`src/rtl/disk_chan_pkg.sv`:
```
// disk_chan_pkg: shared status/control bit positions and transfer FSM states for the host sector channel
package disk_chan_pkg;
   localparam int SR_RD_A  = 17;
   localparam int SR_RD_B  = 18;
   localparam int SR_WR_A  = 20;
   localparam int SR_WR_B  = 21;
   localparam int SR_ACK   = 16;
   localparam int SR_OWNER = 22;
   localparam int CR_DONE  = 4;
   localparam int CR_ERR   = 3;
   localparam logic [31:0] SR_REQ_MASK = (32'd1 << SR_RD_A) | (32'd1 << SR_RD_B) | (32'd1 << SR_WR_A) | (32'd1 << SR_WR_B);
   localparam logic [31:0] CR_ABORT = (32'd1 << CR_DONE) | (32'd1 << CR_ERR);
   typedef enum logic [2:0] {ST_IDLE, ST_FWD, ST_WAIT_DONE, ST_ABORT, ST_RELEASE} xfer_state_t;
   function automatic logic has_req(input logic [31:0] sr);
      return sr[SR_WR_B] | sr[SR_WR_A] | sr[SR_RD_B] | sr[SR_RD_A];
   endfunction
endpackage

```
`src/rtl/disk_xfer_arbiter_rr_arb2.sv`:
```
// rr_arb2: two-way round-robin pick
// ports: clk, rst_n (sync, active-low); req[1:0] requests; upd/id load the last-granted id; pick = chosen client
module rr_arb2 (
   input  logic       clk,
   input  logic       rst_n,
   input  logic [1:0] req,
   input  logic       upd,
   input  logic       id,
   output logic       pick
);
   logic last;
   // last starts at 1 so client 0 wins the first contention
   always_ff @(posedge clk)
      if (!rst_n) last <= 1'b1;
      else if (upd) last <= id;
   assign pick = &req ? !last : req[1];
endmodule

```
`src/rtl/disk_xfer_arbiter.sv`:
```
// disk_xfer_arbiter: shares the host sector-transfer channel between two disk-controller clients
// ports: clk, rst_n (sync, active-low); cli_sr/cli_cr status/control per client; cli_data_in + cli_clkin read path,
//        cli_data_out + cli_clkout write path; host_sr/host_cr host words; host_data_in/host_clkin,
//        host_data_out/host_clkout host byte streams; grant_id current owner; busy transaction in flight
module disk_xfer_arbiter
   import disk_chan_pkg::*;
#(
   parameter logic [23:0] TIMEOUT_CYCLES = 24'd12_000_000
) (
   input  logic        clk,
   input  logic        rst_n,
   input  logic [31:0] cli_sr       [0:1],
   output logic [31:0] cli_cr       [0:1],
   output logic [7:0]  cli_data_in,
   output logic        cli_clkin    [0:1],
   input  logic [7:0]  cli_data_out [0:1],
   output logic        cli_clkout   [0:1],
   output logic [31:0] host_sr,
   input  logic [31:0] host_cr,
   input  logic [7:0]  host_data_in,
   input  logic        host_clkin,
   output logic [7:0]  host_data_out,
   input  logic        host_clkout,
   output logic        grant_id,
   output logic        busy
);
   localparam logic [23:0] WD_LAST = TIMEOUT_CYCLES - 24'd1;
   xfer_state_t st;
   logic owner, aborted, pick, release_ok, wd_expired, pass, abort_drive, unused_hi;
   logic [1:0] req;
   logic [23:0] wd_cnt;
   logic [31:0] own_sr, fwd_sr, abt_sr;
   assign req = {has_req(cli_sr[1]), has_req(cli_sr[0])};
   assign own_sr = cli_sr[owner];
   assign fwd_sr = {9'b0, owner, own_sr[SR_OWNER-1:0]};
   // after a forced abort the host sees the request withdrawn and acknowledged
   assign abt_sr = (fwd_sr & ~SR_REQ_MASK) | (32'd1 << SR_ACK);
   assign release_ok = !host_cr[CR_DONE] && !req[owner];
   assign wd_expired = TIMEOUT_CYCLES != 24'd0 && wd_cnt == WD_LAST;
   assign pass = st == ST_WAIT_DONE || (st == ST_RELEASE && !aborted);
   assign abort_drive = st == ST_ABORT || (st == ST_RELEASE && aborted && req[owner]);
   assign grant_id = owner;
   assign cli_data_in = host_data_in;
   assign host_data_out = cli_data_out[owner];
   assign unused_hi = ^{cli_sr[0][31:SR_OWNER], cli_sr[1][31:SR_OWNER]};
   rr_arb2 u_rr (
      .clk  (clk),
      .rst_n(rst_n),
      .req  (req),
      .upd  (st == ST_RELEASE && release_ok),
      .id   (owner),
      .pick (pick)
   );
   always_ff @(posedge clk)
      if (!rst_n) begin
         st      <= ST_IDLE;
         owner   <= 1'b0;
         aborted <= 1'b0;
         wd_cnt  <= '0;
         host_sr <= '0;
         busy    <= 1'b0;
      end else
         case (st)
            ST_IDLE:
               if (|req) begin
                  owner   <= pick;
                  aborted <= 1'b0;
                  wd_cnt  <= '0;
                  busy    <= 1'b1;
                  st      <= ST_FWD;
               end
            ST_FWD: begin
               host_sr <= fwd_sr;
               st      <= ST_WAIT_DONE;
            end
            ST_WAIT_DONE: begin
               host_sr <= fwd_sr;
               wd_cnt  <= wd_cnt == WD_LAST ? wd_cnt : wd_cnt + 24'd1;
               st      <= host_cr[CR_DONE] ? ST_RELEASE : wd_expired ? ST_ABORT : ST_WAIT_DONE;
            end
            ST_ABORT: begin
               host_sr <= abt_sr;
               aborted <= 1'b1;
               st      <= ST_RELEASE;
            end
            ST_RELEASE:
               if (release_ok) begin
                  host_sr[SR_OWNER:SR_ACK] <= '0;
                  busy <= 1'b0;
                  st   <= ST_IDLE;
               end else host_sr <= aborted ? abt_sr : fwd_sr;
            default: st <= ST_IDLE;
         endcase
   for (genvar g = 0; g < 2; g++) begin : g_cli
      assign cli_clkin[g]  = host_clkin & busy & (owner == 1'(g));
      assign cli_clkout[g] = host_clkout & busy & (owner == 1'(g));
      assign cli_cr[g] = owner != 1'(g) ? '0 : pass ? host_cr : abort_drive ? CR_ABORT : '0;
   end
endmodule

```
`config.mk`:
```
export PLATFORM = sky130hd
export DESIGN_NAME = disk_xfer_arbiter
export DESIGN_NICKNAME = d
export VERILOG_FILES = /design/src/rtl/disk_chan_pkg.sv /design/src/rtl/disk_xfer_arbiter_rr_arb2.sv /design/src/rtl/disk_xfer_arbiter.sv
export SDC_FILE = /design/constraint.sdc
export NUM_CORES = 1
export LEC_CHECK = 0
export CAP_MARGIN = 10
export CORE_MARGIN = 10
export CORE_UTILIZATION = 33
export CTS_CLUSTER_SIZE = 24
export DETAILED_ROUTE_END_ITERATION = 6
export GPL_TIMING_DRIVEN = 0
export PLACE_DENSITY = 0.82
export SLEW_MARGIN = 20
export SYNTH_ARGS = -nofsm -noshare
export SYNTH_HDL_FRONTEND = slang
export SYNTH_SLANG_ARGS = --single-unit
```
`constraint.sdc`:
```
create_clock -name clk -period 2.9 [get_ports clk]
set_clock_uncertainty 0.1 [all_clocks]
set_input_delay 0.87 -clock clk [delete_from_list [all_inputs] [get_ports clk]]
set_output_delay 0.87 -clock clk [all_outputs]
set_load 0.05 [all_outputs]
```
# After elaboration in Yosys (flattened, before gate mapping)

Index checks and enable logic that the tools add are counted.

Register bits: 63
Input port bits: 124
Output and inout bits: 118
Word-level logic and storage cells: 90

Add/subtract/negate cells: 1
Magnitude comparators: 2
Equal/unequal tests: 9
Muxes and demuxes: 31
Bitwise operators: 14
Reductions and logical operators: 25

Operator list:

| kind                                                             | number |
|---|---|
| 32-bit two-way mux                                               | 3 |
| 32-bit case mux with 3 select lines                              | 1 |
| 22-bit two-way mux                                               | 4 |
| 24-bit two-way mux                                               | 2 |
| 24-bit case mux with 2 select lines                              | 1 |
| 24-bit by 1-bit adder with 24-bit output (second input constant) | 1 |
| 24-bit == test (second input constant)                           | 1 |
| 8-bit two-way mux                                                | 3 |
| 16-bit two-way mux                                               | 1 |
| 3-bit case mux with 5 select lines                               | 1 |
| 2-bit AND reduction                                              | 5 |
| 3-bit two-way mux                                                | 3 |
| 9-bit two-way mux                                                | 1 |
| 2-bit != test (second input constant)                            | 4 |
| 1-bit two-way mux                                                | 7 |
| 7-bit two-way mux                                                | 1 |
| 1-bit bitwise AND                                                | 6 |
| 3-bit by 2-bit == test with 1-bit output (second input constant) | 2 |
| 1-bit bitwise OR                                                 | 6 |
| 3-bit AND reduction                                              | 2 |
| 2-bit nonzero test                                               | 3 |
| 1-bit logical AND                                                | 5 |
| 5-bit two-way mux                                                | 1 |
| 1-bit logical NOT                                                | 4 |
| other kinds (11)                                                 | 14 |

# Logic depth before layout (Yosys ltp)

Word-level depth: 10
Mapped depth: 8
Mapped depth without buffers: 6

# By module

From an unflattened synthesis, not the netlist that was laid out.

Cells, all modules: 418
Area total of the unflattened synthesis: 3539.6 sq um

By module, submodules not included:

| module            | times used | cells each | area each (sq um) | sequential area each (sq um) |
|---|---|---|---|---|
| disk_xfer_arbiter | 1          | 414        | 3498.4            | 1061.0 |
| rr_arb2           | 1          | 4          | 41.3              | 20.0 |

# Worst setup path before layout

OpenSTA, ideal clock, no wires.

Kind: reg2out
From: register owner, in the netlist grant_id
To: output port cli_cr[35] (netlist bit)
Arrival: 2339 ps
Required time: 1930 ps
Slack: -409 ps
Stages on the path, launching flop included: 6
Path buffers: 1
Cell sequence: dfxtp_1 > buf_2 > mux2i_1 > mux2i_1 > o21ai_0 > nor2b_1

RTL lines:

| element                  | line                    | RTL |
|---|---|---|
| start: declaration       | disk_xfer_arbiter.sv:29 | `logic owner, aborted, pick, release_ok, wd_expired, pass, abort_drive, unused_hi;` |
| start signal: assignment | disk_xfer_arbiter.sv:66 | `owner <= pick;` |
| end: declaration         | disk_xfer_arbiter.sv:13 | `output logic [31:0] cli_cr [0:1],` |

==> results.sh <==
export IMPL_track_usage_pct=17.2
export IMPL_layout_drive_gt1_share_pct=28.5
export IMPL_clock_fmax_mhz=324
export IMPL_num_nets_final=830
export IMPL_drc_errors=0
export IMPL_layout_min_cycle_time_ns=3.08
export IMPL_totalNegativeSetupSlack_ns=-3.04
export IMPL_final_max_slew_viol_count=0
export IMPL_fp_coreArea_sq_um=11000
export IMPL_internal_power_w=0.00176
export IMPL_placementRows=38
export IMPL_cts_tree="done"
export IMPL_start_util_pct=34.1
export IMPL_cts_num_sinks=54
export IMPL_number_of_register_bits_inferred_by_synthesis=54
export IMPL_mostFrequentLayoutCells="clkdlybuf4s50_1, buf_4, dfxtp_1, a21oi_1, nor2_1"
export IMPL_area_sequential_sq_um=1080
export IMPL_worst_reg2reg_startpoint="wd_cnt[8]"
export IMPL_multiInputGateArea_sq_um=2490
export IMPL_violations="setup timing"
export IMPL_setup_failing_eps_final=64
export IMPL_worst_setup_path_start_kind="input port"
export IMPL_final_fill_count=986
export IMPL_io_pins=242
export IMPL_arrival_ns=2.11
export IMPL_clockRootBuffer="clkbuf_16"
export IMPL_avg_synthesized_cell_area_sq_um=7.79
export IMPL_finalWirelength_um=15000
export IMPL_netlist_instances=480
export IMPL_clock_tree_htree_level_count=2
export IMPL_synth_edf_count=0
export IMPL_die_width_um=126
export IMPL_synth_cell_type_count=53
export IMPL_p_leak_nw=2.37
export IMPL_p_switching_w=0.00108
export IMPL_clk_latency_ns=0.30
export IMPL_global_route_wire_length_before_repair_um=23300
export IMPL_synth_sequential_area_ratio_pct=28.9
export IMPL_synth_warnings=0
export IMPL_run_status="finished with violations"
export IMPL_postCtsHoldBufs=0
export IMPL_timing_final_hold_violations=0
export IMPL_dp_hpwl_um=12000
export IMPL_mostFrequentLayoutCell="clkdlybuf4s50_1"
export IMPL_buffer_ports_inserted=203
export IMPL_layout_core_utilization_pct=56.6
export IMPL_clock_power_share_pct=28.5
export IMPL_hp_start="host_sr[19]"
export IMPL_routed_wire_length_per_instance_um=17.7
export IMPL_least_margin_pin_slew_ns=0.757
export IMPL_cts_path_max_buffers=2
export IMPL_dp_slack_ns=-1.43
export IMPL_firstDrtPassIters=6
export IMPL_critPathKind="in -> out"
export IMPL_power_switching_fraction_pct=37.9
export IMPL_number_of_global_route_vias_before_repair=4499
export IMPL_min_delay_path_class="reg -> reg"
export IMPL_mappedNetlistArea_sq_um=3740
export IMPL_dpl_cell_area_sq_um=6060
export IMPL_startpoint="cli_sr[53]"
export IMPL_final_design_instance_area_without_fill_sq_um=6220
export IMPL_clk_pin_slew_ns=0.07
export IMPL_viasPerCell=5.26
export IMPL_grt_setup_unrepaired="yes"
export IMPL_netlist_top_cells_area="dfxtp_1, and2_1, mux2i_1, a21oi_1, buf_4"
export IMPL_number_of_antenna_violations_at_the_first_check_in_global_routing=0
export IMPL_critical_path_endpoint_type="output port"
export IMPL_ys_flop_type="dfxtp_1"
export IMPL_layout_setup_ws_ns=-0.183
export IMPL_pwr_share_comb_pct=41.9
export IMPL_syn_to_final_growth_pct=66.3
export IMPL_total_global_routing_overflow=0
export IMPL_num_vias=4453
export IMPL_cellPowerDensity_nw_per_um2=456
export IMPL_dieHeight_um=126
export IMPL_layout_worst_path_cycle_share_pct=106
export IMPL_drt_first_iter_violations=349
export IMPL_yosysTopAreaCellShare_pct=28.9
export IMPL_hold_slack_ns=0.380
export IMPL_worst_ir_drop_vdd_mv=0.272
export IMPL_timing_max_cap_violations=0
export IMPL_timing_critical_path_required_ns=1.93
export IMPL_cp_max_fo=4
export IMPL_grt_max_degree=17
export IMPL_remaining_antenna_violation_count=0
export IMPL_power_sequential_fraction_pct=29.6
export IMPL_synth_top_area_cell="dfxtp_1"
export IMPL_gp_congestion=0.878
export IMPL_relSlewSlack_pct=49.6
export IMPL_total_clock_buffers_created_by_cts=5
export IMPL_ys_async_sr_fraction_pct=0
export IMPL_antennaDiodeCount=0
export IMPL_floorplan_die_area_sq_um=16000
==> layout make-up <==
type | instances | area share (%)
clock inverters | 2 | 0.965
multi-input cells | 370 | 40.1
plain buffers | 57 | 5.71
flip-flops and latches | 54 | 17.4
clock buffers | 6 | 2.23
repair buffers | 210 | 30.4
well taps | 140 | 2.82
inverters | 7 | 0.422
==> power by group through the flow <==
| stage | clock network, W | logic [W] | registers, W |
|---|---|---|---|
| after floorplan | 0 | 0.000569 | 0.00101 |
| after global placement | 0 | 0.00115 | 0.000852 |
| after detailed placement | 0 | 0.00117 | 0.000855 |
| after CTS | 0.000807 | 0.00118 | 0.000839 |
| after global routing | 0.000837 | 0.00126 | 0.000848 |
| final | 0.000807 | 0.00119 | 0.000841 |
==> synthesized netlist by cell type (2+ instances only) <==
library cell	n
a21oi_1	36
nor3b_1	3
buf_4	19
a211oi_1	2
mux2_2	12
nand2_1	12
xnor2_1	10
o21a_1	3
or3_1	19
clkbuf_1	27
buf_1	4
and3b_1	3
a32o_1	4
nand4_1	7
mux2i_1	24
and3_1	4
and2_1	64
nand3_1	28
dfxtp_1	54
nand2b_1	3
and4_1	3
o21ai_0	12
or2_2	3
o31ai_1	10
nor4_1	11
a31oi_1	16
nor3_1	6
buf_2	7
nor2_1	35
inv_1	6
nor2b_1	3
or4_1	9
==> registers in the layout (all words and copies together), names as in the netlist <==
| register | count |
|---|---|
| host_sr | 23 |
| aborted | 1 |
| st | 3 |
| u_rr.last | 1 |
| grant_id | 1 |
| wd_cnt | 24 |
| busy | 1 |
==> critical path, stage by stage <==
cell and delay, ns:
clkbuf_2 0.12, nor4_4 0.35, mux2i_4 0.14, mux2i_1 0.21, o21ai_2 0.10, and2_4 0.17, buf_6 0.15
==> final timing paths <==
path / endpoint / slack (ns) / depth (start not counted)
worst max register to register: wd_cnt[19] / 0.60 / 6
worst min-delay path: host_sr[19] / 0.38 / 2
worst max-delay path: cli_cr[4] / -0.18 / 7
worst min register to register: host_sr[19] / 0.38 / 2
==> cell families after synthesis <==
family	share of synthesized area (%)
flops	28.9
xor+xnor	2.58
other cells	0.100
mux	10.0
fa+ha+maj	0.334
compound gates	14.3
simple gates	35.2
buf+inv	8.56
==> metal layers <==
layer | up-vias | wire [um] | GRT usage, %
met2 | 245 | 7310 | 30.5
met1 | 2043 | 5650 | 18.3
met4 | 0 | 244 | 4.62
met3 | 17 | 1810 | 7.33
li1 | 2148 | - | -
met5 | - | 0 | 0
==> repair_timing <==
item,CTS,global route
endpoints found under the setup margin,87,67
endpoints found under the hold margin,0,0
setup buffers,5,2
pin swaps,3,5
resized for setup,506,16
==> metrics by stage <==
step	power, W	instances
after global routing	0.00294	846
after floorplan	0.00158	488
after global placement	0.00201	831
after detailed placement	0.00203	831
after CTS	0.00283	844
final	0.00284	846
Note: power is estimated with default switching activity, not from simulation.
